$ cat src/rtl/mips_pc_pkg.sv
// Shared types and constants for the MIPS PC sequencer.
package mips_pc_pkg;

  typedef enum logic [1:0] {
    BOOT = 2'd0,
    RUN  = 2'd1,
    BTGT = 2'd2
  } pc_state_e;

  localparam logic [31:0] PC_INC           = 32'd4;
  localparam logic [31:0] DEF_RESET_VECTOR = 32'h0000_0000;
  localparam logic [31:0] DEF_EXC_VECTOR   = 32'h0000_0080;

  // Branch offset in words -> signed byte offset.
  function automatic logic [31:0] br_offset(input logic [15:0] imm);
    return {{14{imm[15]}}, imm, 2'b00};
  endfunction

endpackage

$ cat src/rtl/mips_pc_sequencer_adder.sv
// 32-bit modulo-2^32 adder shared by the PC sequencer.
module MIPS_ADDER (
  input  logic [31:0] a,
  input  logic [31:0] b,
  output logic [31:0] sum
);

  assign sum = a + b;

endmodule

$ cat src/rtl/mips_pc_sequencer.sv
// PC register and next-fetch sequencing; one adder is time-shared between
// PC+4 (RUN) and branch-target calculation (BTGT).
module mips_pc_sequencer
  import mips_pc_pkg::*;
#(
  parameter logic [31:0] RESET_VECTOR = DEF_RESET_VECTOR,
  parameter logic [31:0] EXC_VECTOR   = DEF_EXC_VECTOR
) (
  input  logic        clk,
  input  logic        reset,
  input  logic        stall,
  input  logic        branch_req,
  input  logic        branch_taken,
  input  logic [15:0] branch_imm,
  input  logic        jump_req,
  input  logic [25:0] jump_index,
  input  logic        jr_req,
  input  logic [31:0] jr_target,
  input  logic        exc_req,
  output logic [31:0] pc,
  output logic        pc_valid,
  output logic [31:0] link_addr,
  output logic [31:0] epc,
  output logic        addr_err
);

  pc_state_e   state_q, state_d;
  logic [31:0] pc_q, pc_d;
  logic [31:0] epc_q, epc_d;
  logic        addr_err_q, addr_err_d;
  logic [31:0] npc_q, npc_d;
  logic [15:0] imm_q, imm_d;

  logic [31:0] add_a, add_b, add_sum;

  // Operand mux: the state decides which job the adder does this cycle.
  always_comb begin
    add_a = pc_q;
    add_b = PC_INC;
    if (state_q == BTGT) begin
      add_a = npc_q;
      add_b = br_offset(imm_q);
    end
  end

  MIPS_ADDER u_adder (
    .a   (add_a),
    .b   (add_b),
    .sum (add_sum)
  );

  always_comb begin
    state_d    = state_q;
    pc_d       = pc_q;
    epc_d      = epc_q;
    addr_err_d = 1'b0;
    npc_d      = npc_q;
    imm_d      = imm_q;
    case (state_q)
      BOOT: begin
        pc_d    = RESET_VECTOR;
        state_d = RUN;
      end
      RUN: begin
        if (exc_req) begin
          epc_d = pc_q;
          pc_d  = EXC_VECTOR;
        end else if (stall) begin
          pc_d = pc_q;
        end else if (jr_req) begin
          if (jr_target[1:0] != 2'b00) begin
            addr_err_d = 1'b1;
            epc_d      = pc_q;
            pc_d       = EXC_VECTOR;
          end else begin
            pc_d = jr_target;
          end
        end else if (jump_req) begin
          pc_d = {add_sum[31:28], jump_index, 2'b00};
        end else if (branch_req && branch_taken) begin
          npc_d   = add_sum;
          imm_d   = branch_imm;
          state_d = BTGT;
        end else begin
          pc_d = add_sum;
        end
      end
      BTGT: begin
        if (!stall) begin
          pc_d    = add_sum;
          state_d = RUN;
        end
      end
      default: state_d = BOOT;
    endcase
  end

  always_ff @(posedge clk) begin
    if (reset) begin
      state_q    <= BOOT;
      pc_q       <= RESET_VECTOR;
      epc_q      <= 32'd0;
      addr_err_q <= 1'b0;
      npc_q      <= 32'd0;
      imm_q      <= 16'd0;
    end else begin
      state_q    <= state_d;
      pc_q       <= pc_d;
      epc_q      <= epc_d;
      addr_err_q <= addr_err_d;
      npc_q      <= npc_d;
      imm_q      <= imm_d;
    end
  end

  assign pc        = pc_q;
  assign pc_valid  = (state_q == RUN);
  assign link_addr = add_sum;
  assign epc       = epc_q;
  assign addr_err  = addr_err_q;

endmodule

$ cat config.mk
export PLATFORM = sky130hd
export DESIGN_NAME = mips_pc_sequencer
export DESIGN_NICKNAME = d
export VERILOG_FILES = /design/src/rtl/mips_pc_pkg.sv /design/src/rtl/mips_pc_sequencer_adder.sv /design/src/rtl/mips_pc_sequencer.sv
export SDC_FILE = /design/constraint.sdc
export NUM_CORES = 1
export LEC_CHECK = 0
export CAP_MARGIN = 20
export CORE_MARGIN = 2
export CORE_UTILIZATION = 35
export DETAILED_ROUTE_END_ITERATION = 8
export GPL_ROUTABILITY_DRIVEN = 0
export PLACE_DENSITY = 0.72
export SETUP_SLACK_MARGIN = 0.05
export SLEW_MARGIN = 10
export SYNTH_ARGS = -nofsm -noshare
export SYNTH_HDL_FRONTEND = slang
export SYNTH_SLANG_ARGS = --single-unit
$ cat constraint.sdc
create_clock -name clk -period 3.9 [get_ports clk]
set_input_delay 0.39 -clock clk [delete_from_list [all_inputs] [get_ports clk]]
set_output_delay 0.39 -clock clk [all_outputs]
set_load 0.05 [all_outputs]
==> impl_metrics.ini <==
[clocking]
numCtsBuffers = 17
cts_hold_buffers = 0
cts_max_path_buffers = 2
htree_levels = 4
cts_tree = built
cts_root_buf = clkbuf_16
path_clk_slew_ps = 60
clk_latency_ps = 430
clock_sinks = 115

[setup_path]
slowest_delay_ps = 350
end_kind = output port
crit_chain = inv_2 -> ha_4 -> buf_4 -> mux2_2 -> ha_4 -> nor2b_4 -> o31a_1 -> o31ai_4 -> a22oi_2 -> a31oi_2 -> o21ai_1 -> xnor2_1 -> inv_2 -> buf_12
crit_required_ps = 3510
startpoint_type = register
cp.arrival_ps = 3620
slowest_stage = mux2_2
crit_type = reg2out
path_max_fanout = 8

[sta]
maxSlewViolCount = 0
max_slew.worst_pin.slew_ps = 822
whs_ps = 448
setup_ws_ps = -113
min_period_ps = 4010
maxSlewHeadroom_pct = 45.0
skew_ps = 10.3
hold_violations = 0
finalSetupViolations = 7
clock.fmax_mhz = 249
rsz0062_at_grt = yes
period_share_pct = 103

[pwr]
ir_drop_mv = 0.247
total_power_w = 0.00304
p_per_area_nw_per_um2 = 264
p_leak_nw = 4.16

[logic_synthesis]
netlist_area_um2 = 7260
async_reset_ff_share_pct = 0
yosysSeqAreaShare_pct = 31.7
yosys_register_bits = 115
netlist_instances = 926
synth_ff_type = dfxtp_1
avgSynthCellArea_um2 = 7.84
synth_edf_count = 0
synth-warning-count = 0
syn_nets = 1044
synth.distinct_cells = 82

[cells_and_area]
final_nets = 1276
layout_commonest_cell = nand2_1
area_delta_synth_final_pct = 58.8
final_cell_mix = nand2_1 (194), clkdlybuf4s50_1 (148), dfxtp_1 (113), a21oi_1 (103), buf_4 (88)
fin_area_um2 = 11500
fin_util_pct = 56.8
layoutNonFillerInstCount = 1442
drive_gt1_share_pct = 26.9

[drt]
vias = 8102
route.detailed.wl_per_inst_um = 19.8
viasPerCell = 5.62
ant_nets = 0
finalWirelength_um = 28600
drc = 0
dr.pass1.iters = 6
drtIter0Drc = 866

[die]
start_util_pct = 35.7
die_area_um2 = 21900
chipWidth_um = 148
core.rowCount = 52
die_h_um = 148
pin_count = 180
core_um2 = 20300

[hold_path]
min_path_type = reg2reg

[grt]
grt_max_degree = 61
grt.overflow.total = 0
antenna_found_initial = 1
grt_pass1_wl_um = 41100
grt.total_usage_pct = 24.0
grt_pass1_vias = 7466

[place]
port_buffers = 179
place_hpwl_um = 19400
dp_cells = 1366
placed_cell_area_um2 = 9890

[run_status]
status = finished, violations left
violations = negative setup slack

[flow_run]
drv_cap = 0
## layout make-up
class                      count  area [um2]
fill                        1739        8770
multi-input combinational    732        5420
timing repair buffer         270        2810
sequential                   115        2310
clock buffer                  19         453
tap                          270         338
clock inverter                13         111
inverter                      22        82.6
antenna                        1        2.50
## cell usage after synthesis, types with 5 or more instances
cell type	number	area (um2)
nand2_1	196	736
a21oi_1	121	606
dfxtp_1	115	2300
nor2_1	45	169
clkbuf_1	39	146
o21ai_0	38	190
ha_1	35	438
mux2_2	31	349
o21a_1	28	210
inv_1	22	82.6
a22oi_1	19	143
and2_1	16	100
o21ai_1	16	80.1
buf_2	15	75.1
nand3_1	12	60.1
nor3_1	11	55.1
a21o_1	10	75.1
xnor2_1	10	87.6
xor2_1	8	70.1
mux2i_1	6	60.1
nand3b_1	6	45.0
nor2b_1	6	37.5
o22ai_1	6	37.5
a32oi_1	5	43.8
nand2b_1	5	31.3
## worst paths after layout
kind	end	slack [ps]	cells after the start	start
worst max-delay path	link_addr[30]	-110	14	state_q[0]$_SDFFE_PP0P_
worst min-delay path	imm_q[12]$_SDFFE_PP0P_	450	2	imm_q[12]$_SDFFE_PP0P_
worst max register to register	npc_q[30]$_SDFFE_PP0P_	180	18	state_q[0]$_SDFFE_PP0P_
worst min register to register	imm_q[12]$_SDFFE_PP0P_	450	2	imm_q[12]$_SDFFE_PP0P_
## through the flow
| stage | TNS (ps) | setup WS, ps |
|---|---|---|
| 2_1_floorplan | 0 | 13.2 |
| 3_3_place_gp | 0 | 105 |
| 3_5_place_dp | 0 | 22.9 |
| 4_1_cts | -311 | -89.2 |
| 5_1_grt | -1310 | -177 |
| 6_report | -274 | -113 |
## layer usage
metal  track usage [%]  part of all wire, %
met3              4.91                  8.1
met1              32.6                   43
met5                 0                    0
met4              9.76                  3.1
met2              37.4                   46
## critical path, delay by kind of cell (launching register included)
family	cells	cell delay (ps)
adder cells (fa/ha/maj)	2	500
XOR/XNOR	1	270
multiplexers	1	350
AO/OA/AOI/OAI	5	1140
flip-flops	1	330
buffers and inverters	4	470
AND/OR/NAND/NOR	1	130
## flip-flops by register name (all words and copies together) (netlist names)
name,count
addr_err,1
epc,32
imm_q,16
npc_q,32
pc,32
state_q,2
## repair_timing
| action | CTS | global route |
|---|---|---|
| gates cloned | 2 | 0 |
| gates resized for setup | 48 | 79 |
| pin swaps | 19 | 33 |
| setup buffers | 14 | 26 |
| endpoints found under the setup margin | 25 | 21 |
## power breakdown
group          internal (W)  switching [W]  leakage (nW)  total [W]
sequential          0.00118     0.00000672         0.927    0.00119
clock              0.000903       0.000586         0.271    0.00149
combinational      0.000157       0.000204          2.96   0.000362
total               0.00224       0.000797          4.16    0.00304
## logic make-up (layout without fill, tap and decap cells)
family	count (synthesis)	count (layout)	share of synthesized area, %
adders and majority gates	36	36	6.31
other	0	1	0
buffers and inverters	79	324	4.34
muxes	37	37	5.64
xor gates and xnor gates	23	23	3.29
and+or+nand+nor	326	326	20.3
AOI/OAI and AO/OA	310	310	28.4
DFF	115	115	31.7
(Power assumes the default switching activity.)
